===== config.mk =====
export PLATFORM = sky130hd
export DESIGN_NAME = reflet_bus_bridge
export DESIGN_NICKNAME = d
export VERILOG_FILES = /design/src/rtl/reflet_bus_bridge.sv
export SDC_FILE = /design/constraint.sdc
export NUM_CORES = 1
export LEC_CHECK = 0
export BUFFER_PORTS_ARGS = -buffer_cell sky130_fd_sc_hd__buf_2
export CAP_MARGIN = 20
export CORE_MARGIN = 1.5
export CORE_UTILIZATION = 30
export CTS_CLUSTER_SIZE = 8
export DETAILED_ROUTE_END_ITERATION = 16
export GPL_TIMING_DRIVEN = 0
export PLACE_DENSITY_LB_ADDON = 0.1
export SYNTH_ARGS = -nofsm -noshare
export SYNTH_HDL_FRONTEND = slang
export SYNTH_SLANG_ARGS = --single-unit

===== constraint.sdc =====
create_clock -name clk -period 3.1 [get_ports clk]
set_clock_uncertainty 0.05 [all_clocks]
set_input_delay 0.62 -clock clk [delete_from_list [all_inputs] [get_ports clk]]
set_output_delay 0.62 -clock clk [all_outputs]
set_load 0.01 [all_outputs]

===== src/rtl/reflet_bus_bridge.sv =====
// Byte-stream command decoder that turns 'W'/'R' frames into single system-bus accesses and streams back an ack or read data.
// Latency: REQ, ACCESS, RESP -> first response byte 3 cycles after the last command byte when the grant is immediate.
// Backpressure: in_ready is low outside IDLE/ADDR/DATA; out_data/out_valid are held until out_ready accepts each byte.
module reflet_bus_bridge #(
  parameter int wordsize       = 16,
  parameter int base_addr_size = 16
) (
  input  logic                      clk,
  input  logic                      reset,
  input  logic [7:0]                in_data,
  input  logic                      in_valid,
  output logic                      in_ready,
  output logic [7:0]                out_data,
  output logic                      out_valid,
  input  logic                      out_ready,
  output logic                      bus_req,
  input  logic                      bus_grant,
  output logic                      enable,
  output logic [base_addr_size-1:0] addr,
  output logic [wordsize-1:0]       data_out,
  input  logic [wordsize-1:0]       data_in,
  output logic                      write_en
);

  localparam int WB   = wordsize / 8;
  localparam int AB   = base_addr_size / 8;
  localparam int MAXB = (AB > WB) ? AB : WB;
  localparam int CW   = $clog2(MAXB + 1);

  localparam logic [7:0] CMD_WRITE = 8'h57;
  localparam logic [7:0] CMD_READ  = 8'h52;
  localparam logic [7:0] RSP_ACK   = 8'h4B;
  localparam logic [7:0] RSP_ERR   = 8'h3F;

  localparam logic [CW-1:0] CNT_ONE     = CW'(1);
  localparam logic [CW-1:0] CNT_AB_LAST = CW'(AB - 1);
  localparam logic [CW-1:0] CNT_WB_LAST = CW'(WB - 1);
  localparam logic [CW-1:0] CNT_WB      = CW'(WB);

  typedef enum logic [2:0] {
    IDLE,
    ADDR,
    DATA,
    REQ,
    ACCESS,
    RESP
  } state_t;

  state_t                    state_q, state_d;
  logic                      is_wr_q, is_wr_d;
  logic [base_addr_size-1:0] addr_q, addr_d;
  logic [wordsize-1:0]       wdata_q, wdata_d;
  logic [wordsize-1:0]       resp_q, resp_d;
  logic [CW-1:0]             cnt_q, cnt_d;

  logic in_acc;
  logic out_acc;

  // Handshake decode: input is only taken while collecting a command, output only while responding.
  always_comb begin
    in_ready  = !reset && ((state_q == IDLE) || (state_q == ADDR) || (state_q == DATA));
    out_valid = (state_q == RESP);
    out_data  = resp_q[7:0];
    in_acc    = in_valid && in_ready;
    out_acc   = out_valid && out_ready;
  end

  // Bus-side outputs are forced to zero outside ACCESS so the shared OR-combined bus stays clean.
  always_comb begin
    bus_req  = (state_q == REQ) || (state_q == ACCESS);
    enable   = (state_q == ACCESS);
    write_en = (state_q == ACCESS) && is_wr_q;
    addr     = (state_q == ACCESS) ? addr_q : '0;
    data_out = (state_q == ACCESS) ? wdata_q : '0;
  end

  // Command parser / bus sequencer: next state plus field shift registers and response loading.
  always_comb begin
    state_d = state_q;
    is_wr_d = is_wr_q;
    addr_d  = addr_q;
    wdata_d = wdata_q;
    resp_d  = resp_q;
    cnt_d   = cnt_q;

    case (state_q)
      IDLE: begin
        if (in_acc) begin
          cnt_d = '0;
          if (in_data == CMD_WRITE) begin
            is_wr_d = 1'b1;
            state_d = ADDR;
          end else if (in_data == CMD_READ) begin
            is_wr_d = 1'b0;
            state_d = ADDR;
          end else begin
            // Unknown opcode: answer '?' and drop straight back to IDLE afterwards.
            resp_d      = '0;
            resp_d[7:0] = RSP_ERR;
            cnt_d       = CNT_ONE;
            state_d     = RESP;
          end
        end
      end

      ADDR: begin
        if (in_acc) begin
          // Little-endian field: each new byte enters at the top and slides down.
          addr_d = (addr_q >> 8) | (base_addr_size'(in_data) << (base_addr_size - 8));
          if (cnt_q == CNT_AB_LAST) begin
            cnt_d   = '0;
            state_d = is_wr_q ? DATA : REQ;
          end else begin
            cnt_d = cnt_q + CNT_ONE;
          end
        end
      end

      DATA: begin
        if (in_acc) begin
          wdata_d = (wdata_q >> 8) | (wordsize'(in_data) << (wordsize - 8));
          if (cnt_q == CNT_WB_LAST) begin
            cnt_d   = '0;
            state_d = REQ;
          end else begin
            cnt_d = cnt_q + CNT_ONE;
          end
        end
      end

      REQ: begin
        if (bus_grant) begin
          state_d = ACCESS;
        end
      end

      ACCESS: begin
        // Single-cycle access; grant is not re-checked here so a late drop cannot tear the cycle.
        state_d = RESP;
        if (is_wr_q) begin
          resp_d      = '0;
          resp_d[7:0] = RSP_ACK;
          cnt_d       = CNT_ONE;
        end else begin
          resp_d = data_in;
          cnt_d  = CNT_WB;
        end
      end

      RESP: begin
        if (out_acc) begin
          resp_d = resp_q >> 8;
          cnt_d  = cnt_q - CNT_ONE;
          if (cnt_q == CNT_ONE) begin
            cnt_d   = '0;
            state_d = IDLE;
          end
        end
      end

      default: begin
        state_d = IDLE;
      end
    endcase
  end

  // State and datapath registers; reset discards any partial command or pending response.
  always_ff @(posedge clk or posedge reset) begin
    if (reset) begin
      state_q <= IDLE;
      is_wr_q <= 1'b0;
      addr_q  <= '0;
      wdata_q <= '0;
      resp_q  <= '0;
      cnt_q   <= '0;
    end else begin
      state_q <= state_d;
      is_wr_q <= is_wr_d;
      addr_q  <= addr_d;
      wdata_q <= wdata_d;
      resp_q  <= resp_d;
      cnt_q   <= cnt_d;
    end
  end

endmodule


# [Word-level counts from Yosys, hierarchy flattened]
# Index checks and enable logic that the tools add are counted.
[totals] register_bits=54 input_bits=29 out_inout_bits=45 elab_cells=79
[classes] addsub=2 eq_ne=19 muxes=31 bitwise_logic=2 n_reduce_logical=19
[ops] op="$mux W16" n=7
[ops] op="$pmux W16 S3" n=1
[ops] op="$or A8 B16 Y16" n=2
[ops] op="$mux W3" n=10
[ops] op="$pmux W3 S6" n=1
[ops] op="$eq A8 B7 Y1 const B" n=2
[ops] op="$mux W2" n=6
[ops] op="$ne A2 B2 Y1 const B" n=6
[ops] op="$ne A2 B1 Y1 const B" n=5
[ops] op="$pmux W2 S4" n=1
[ops] op="$reduce_and A8 Y1" n=1
[ops] op="$eq A3 B2 Y1 const B" n=2
[ops] op="$eq A3 B3 Y1 const B" n=2
[ops] op="$mux W1" n=5
[ops] op="$reduce_and A5 Y1" n=1
[ops] op="$logic_and A1 B1 Y1" n=4
[ops] op="$reduce_and A2 Y1" n=2
[ops] op="$reduce_and A4 Y1" n=1
[ops] op="$reduce_bool A4 Y1" n=1
[ops] op="$eq A3 B1 Y1 const B" n=1
[ops] op="$logic_not A3 Y1" n=1
[ops] op="$logic_or A1 B1 Y1" n=3
[ops] op="$reduce_and A3 Y1" n=1
[ops] op="$reduce_bool A3 Y1" n=1
[ops] op="other kinds (6)" n=6

# [Logic depth before layout (Yosys ltp)]
# Gate-level depths: netlist of run 1.
[logic_depth] ltp_word=7 ltp_mapped=6 depth_no_buf=6

# [Worst setup path after synthesis of run 1]
# Ideal clock, no wire load.
[synth_timing] path_kind="input to output" start="input reset" end="output in_ready" arrival_ps=2121 required_ps=2430 slack_ps=309 stages=2 n_path_buf=0 cell_sequence="inv_1 > and3_1"
[synth_between] elab_chain_cells=2
[synth_rtl] item="from (decl)" line_no="9" rtl="input logic reset,"
[synth_rtl] item="$logic_not A1 Y1 (no source line)"
[synth_rtl] item="$logic_and A1 B1 Y1" line_no="61" rtl="in_ready = !reset && ((state_q == IDLE) || (state_q == ADDR) || (state_q == DATA));"
[synth_rtl] item="to (decl)" line_no="12" rtl="output logic in_ready,"
# No other way between the ends.

# [Final worst setup path of run 1]
[layout_timing] start="register state_q[1]" end="output addr[14]"
[layout_between] elab_chain_cells=2
[layout_rtl] item="from (decl)" line_no="49" rtl="state_t state_q, state_d;"
[layout_rtl] item="from (signal assigned)" line_no="177" rtl="state_q <= state_d;"
[layout_rtl] item="$eq A3 B3 Y1" line_no="73" rtl="addr = (state_q == ACCESS) ? addr_q : '0;"
[layout_rtl] item="$mux W16" line_no="73"
[layout_rtl] item="to (decl)" line_no="19" rtl="output logic [base_addr_size-1:0] addr,"
# No other way between the ends.

==> results_dict.tcl, run 1 <==
set metrics [dict create \
    crit_path_end_kind "output port" \
    coreArea_sq_um 9200 \
    synth_top_cell_by_area "dfrtp_1" \
    yosys_warnings 0 \
    ir_drop_uv 317 \
    synthesis.area_sq_um 2830 \
    synthCells 243 \
    die_w_um 100 \
    drt_iter0_markers 18 \
    synth_cell_type_count 48 \
    drc 0 \
    switching_power_mw 1.12 \
    post_cts_resized 0 \
    start_util_pct 30.7 \
    total_power_mw 3.02 \
    track_usage_pct 13.2 \
    utilization_pct 37.8 \
    clk_pin_slew_ns 0.10 \
    required_ns 2.43 \
    placed_cells 428 \
    tightest_slew_ns 0.518 \
    grt_overflow_total 0 \
    r2r-start "state_q[2]" \
    grt_start_max_net_pins 34 \
    reg2reg_depth 4 \
    drt_wl_total_mm 6.53 \
    dr.pass1.iters 4 \
    grt_pass1_vias 2039 \
    finalCritPeriodShare_pct 93.2 \
    max_freq_mhz 346 \
    swShare_pct 37.1 \
    cts_tree "built" \
    drive_gt1_share_pct 44.0 \
    via_per_inst 4.82 \
    rsz0062_at_grt "false" \
    powerDensity_nw_per_um2 869 \
    clock_latency_ns 0.30 \
    cts_setup_buffers 0 \
    antenna_found_initial 0 \
    pwr-share-clk_pct 17.0 \
    syn_area_per_cell_sq_um 11.6 \
    relSlewSlack_pct 65.4 \
    dieArea_sq_um 10000 \
    power_frac_seq_pct 36.4 \
    pwr-share-comb_pct 46.6 \
    power_leakage_nw 1.81 \
    synth_ff_type "dfrtp_1" \
    synth_edf_count 0 \
    final-setup-viol-count 0 \
    whs_ns 0.322 \
    cts.path.max_buffers 2 \
    fin_cells 436 \
    seqCellArea_sq_um 1350 \
    fin_nets 355 \
    synth_fp_nets 274 \
    slew_viol_final 0 \
    num_vias 2101 \
    wl_per_cell_um 15.0 \
    ant_nets 0 \
    io_pins 74 \
    port_buffers 73 \
    rrSetupSlack_ns 1.26 \
    grt_pass1_wl_mm 10.4 \
    n_antenna_cell 0 \
    drv_cap 0 \
    reg2reg_to "wdata_q[3]" \
    gp_congestion 0.754 \
    dp_hpwl_mm 4.75 \
    row_count 35 \
    numCtsBuffers 5 \
    async_flop_share_pct 100 \
    yosys-top-cells-area "dfrtp_1, mux2_2, and2_1, mux2_4, a22o_1" \
    cts.root.buffer_cell "clkbuf_8" \
    critPathMaxFanout 10 \
    clkSinkCount 54 \
    seq_area_frac_synth_pct 47.8 \
    holdBufCountCts 0 \
    die_y_um 100 \
    multi_input_comb_area_sq_um 1310 \
    areaGrowthSynthToFinish_pct 22.8 \
    endpoint "addr[14]" \
    htreeDepth 2 \
    fill_cells 949 \
    status "finished, final reports clean" \
    final_hold_viol_count 0 \
    p_int_mw 1.90 \
    crit_path_start "state_q[1]" \
    crit_type "reg -> out" \
    period_minus_slack_ns 2.89 \
    critPathLaunchType "flop" \
    hold_class "in -> async" \
    ys_seq_elements 54 \
    crit_arrival_ns 2.22 \
    synth_top_area_share_pct 47.8 \
]
cell usage after synthesis, types with 2 or more instances:
cell	instances
a22o_1	10
o22ai_1	4
nor2_2	2
and2_1	33
buf_4	9
nand2_1	9
o21a_1	2
inv_1	11
nor2_1	5
nand2b_1	5
mux2_2	28
a22oi_1	3
ha_1	2
clkbuf_1	4
nand3_1	3
nand4_1	3
or4_1	2
dfrtp_1	54
o21ai_0	9
mux2i_1	4
buf_2	4
a21oi_1	2
buf_6	2
mux2_4	8
o211ai_1	2
cell usage in the layout, fill, tap and decap left out, drive strengths merged, types with 2 or more instances in the layout:
master  count
nand2      10
buf        90
nand2b      5
inv        12
o21ai       9
or4         2
nand3       3
o21a        2
nand4       3
a21oi       2
and2       33
o22ai       4
nor2b       2
ha          2
a32oi       2
nor3b       2
o211ai      2
a22oi       3
mux2       36
nor2        7
a22o       10
clkbuf     10
mux2i       4
dfrtp      54
cell type report:
cell class / instances / area share (%)
inverter: 11 / 1.19
tap: 111 / 4.00
timing repair buffer: 74 / 11.1
clock inverter: 2 / 1.12
clock buffer: 6 / 2.38
multi-input combinational: 158 / 37.6
buffer: 20 / 3.71
sequential: 54 / 38.9
state kept, by name (all words and copies together), names as in the netlist:
register,count
addr_q,16
resp_q,16
wdata_q,16
state_q,3
cnt_q,2
is_wr_q,1
worst min path at each step:
stage | end | slack [ns] | depth (start not counted)
6_report | state_q[2] | 0.32 | 2
5_1_grt | resp_q[7] | 0.37 | 2
4_1_cts | state_q[2] | 0.34 | 2
3_5_place_dp | wdata_q[1] | 0.44 | 1
3_3_place_gp | resp_q[7] | 0.43 | 1
2_1_floorplan | addr_q[8] | 0.41 | 2
cell families after synthesis:
family	after synthesis	synth area share, %
DFF	54	47.8
adders and majority gates	2	0.885
muxes	40	16.8
and+or+nand+nor	74	16.7
xor gates and xnor gates	1	0.310
buffers and inverters	31	6.02
AOI/OAI and AO/OA	41	11.5
critical path: stages, from the launching register on:
cell and delay (ns):
dfrtp_1 0.43, or3b_1 0.49, inv_1 0.29, clkbuf_1 0.38, and2_1 0.20, buf_2 0.13
metal layers:
layer,vias up,routed length (um),global-route usage [%]
met4,0,40,2.93
met2,53,3200,21.8
met3,4,304,2.72
li1,1014,-,-
met1,1030,2980,18.0
met5,-,0,0
power groups by stage:
stage          Clock, mW  Sequential [mW]  Combinational [mW]
3_3_place_gp           0             1.11                1.42
3_5_place_dp           0             1.12                1.43
6_report           0.513             1.10                1.41
4_1_cts            0.531             1.10                1.43
5_1_grt            0.556             1.13                1.56
2_1_floorplan          0             1.06                1.04
metrics by stage:
step / setup slack, ns / cell area, sq um / setup TNS [ns]
after global routing: 0.0918 / 3470 / 0
after floorplan: 0.309 / 2830 / 0
after detailed placement: 0.521 / 3350 / 0
after global placement: -0.552 / 3330 / -0.552
final: 0.211 / 3470 / 0
after CTS: 0.165 / 3470 / 0
Power figures use the tool's default switching activity.
==> inputs of run 2 (changes only) <==
--- a/config.mk
+++ b/config.mk
@@ -13,6 +13,7 @@
 export DETAILED_ROUTE_END_ITERATION = 16
 export GPL_TIMING_DRIVEN = 0
 export PLACE_DENSITY_LB_ADDON = 0.1
+export SKIP_CTS_REPAIR_TIMING = 1
 export SYNTH_ARGS = -nofsm -noshare
 export SYNTH_HDL_FRONTEND = slang
 export SYNTH_SLANG_ARGS = --single-unit
==> constraint.sdc (replaced) <==
create_clock -name clk -period 2.9 [get_ports clk]
set_clock_uncertainty 0.05 [all_clocks]
set_input_delay 0.58 -clock clk [delete_from_list [all_inputs] [get_ports clk]]
set_output_delay 0.58 -clock clk [all_outputs]
set_load 0.005 [all_outputs]
==> results_dict.tcl, run 2 (synthesis results as in run 1) <==
set metrics [dict create \
    port_buffers 73 \
    dr.pass1.iters 4 \
    n_antenna_cell 0 \
    tns_ns 0 \
    drt_iter0_markers 18 \
    swShare_pct 35.7 \
    drc 0 \
    cts.path.max_buffers 2 \
    cpPeakStageDelay_ns 0.49 \
    grt_pass1_wl_mm 10.4 \
    ir_drop_uv 326 \
    final_common_cell "buf_2" \
    pwr-share-comb_pct 45.4 \
    reg2reg_depth 4 \
    final_hold_viol_count 0 \
    utilization_pct 37.8 \
    grt_pass1_vias 2039 \
    pwr-share-clk_pct 17.4 \
    reg2reg_to "wdata_q[3]" \
    cpMaxStageDelayCell "or3b_1" \
    powerDensity_nw_per_um2 907 \
    row_count 35 \
    mostFrequentLayoutCells "buf_2, dfrtp_1, and2_1" \
    numCtsBuffers 5 \
    relSlewSlack_pct 65.4 \
    via_per_inst 4.81 \
    clkSinkCount 54 \
    power_leakage_nw 1.81 \
    num_vias 2095 \
    drt_wl_total_mm 6.52 \
    ant_nets 0 \
    die_w_um 100 \
    grt_overflow_total 0 \
    track_usage_pct 13.2 \
    start_util_pct 30.7 \
    htreeDepth 2 \
    grt_start_max_net_pins 34 \
    power_frac_seq_pct 37.2 \
    fin_nets 355 \
    coreArea_sq_um 9200 \
    required_ns 2.27 \
    rrSetupSlack_ns 1.07 \
    crit_path_end_kind "output port" \
    gp_congestion 0.754 \
    crit_type "reg -> out" \
    whs_ns 0.282 \
    cts_tree "built" \
    slew_viol_final 0 \
    antenna_found_initial 0 \
    dieArea_sq_um 10000 \
    hold_class "in -> async" \
    io_pins 74 \
    clock_latency_ns 0.30 \
    die_y_um 100 \
    final-setup-viol-count 0 \
    reg_top3 "addr_q: 16 flops, resp_q: 16 flops, wdata_q: 16 flops" \
    crit_chain "or3b_1 -> inv_1 -> clkbuf_1 -> and2_1 -> buf_2" \
    critPathLaunchType "flop" \
    cts.root.buffer_cell "clkbuf_8" \
    tightest_slew_ns 0.518 \
    drv_cap 0 \
    crit_arrival_ns 2.10 \
    p_int_mw 2.02 \
    wl_per_cell_um 14.9 \
    finalCritPeriodShare_pct 94.1 \
    critPathMaxFanout 10 \
    clk_pin_slew_ns 0.10 \
    max_freq_mhz 366 \
    path_delay_family "buffers and inverters" \
    drive_gt1_share_pct 44.3 \
    areaGrowthSynthToFinish_pct 22.9 \
    period_minus_slack_ns 2.73 \
    switching_power_mw 1.12 \
    r2r-start "state_q[2]" \
    crit_buf_inv 3 \
    dp_hpwl_mm 4.75 \
    status "finished, final reports clean" \
    rsz0062_at_grt "false" \
]
-- run 2: cell counts in the layout (fill, tap and decap cells not counted) --
Identical to the previous run, type by type.
-- run 2: worst max path at each step --
stage | start | to | slack (ns) | depth (start not counted)
final | state_q[1] | addr[6] | 0.17 | 5
after global routing | state_q[1] | addr[3] | 0.04 | 5
after CTS | state_q[1] | addr[14] | 0.02 | 5
after detailed placement | state_q[1] | addr[14] | 0.38 | 5
after global placement | reset | in_ready | -0.65 | 4
after floorplan | reset | in_ready | 0.23 | 2
-- run 2: routing by layer --
metal	up-vias	part of all wire, %	global-route usage (%)
li1	1014	-	-
met2	55	49	21.8
met4	0	0.61	2.93
met5	-	0	0
met1	1022	45	18.0
met3	4	4.9	2.72
-- run 2: per-stage QoR --
step	worst slack, ns	instance area (sq um)	instances	power [mW]
after floorplan	0.232	2830	243	2.18
after global placement	-0.654	3330	427	2.63
after detailed placement	0.379	3350	428	2.65
after CTS	0.0229	3470	436	3.20
after global routing	0.0441	3470	436	3.40
final	0.171	3470	436	3.15
-- run 2: area by class of cell --
cell class	instances	area (sq um)
Clock buffer	6	82.6
Clock inverter	2	38.8
Buffer	20	130
Multi-Input combinational cell	158	1310
Timing Repair Buffer	74	385
Tap cell	111	139
Fill cell	948	5720
Inverter	11	41.3
Sequential cell	54	1350
-- run 2: power groups by stage --
stage                     clock (mW)  sequential, mW  combinational (mW)
after CTS                      0.568            1.18                1.46
after global routing           0.595            1.21                1.60
final                          0.549            1.17                1.43
after floorplan                    0            1.14                1.04
after detailed placement           0            1.19                1.45
after global placement             0            1.19                1.44
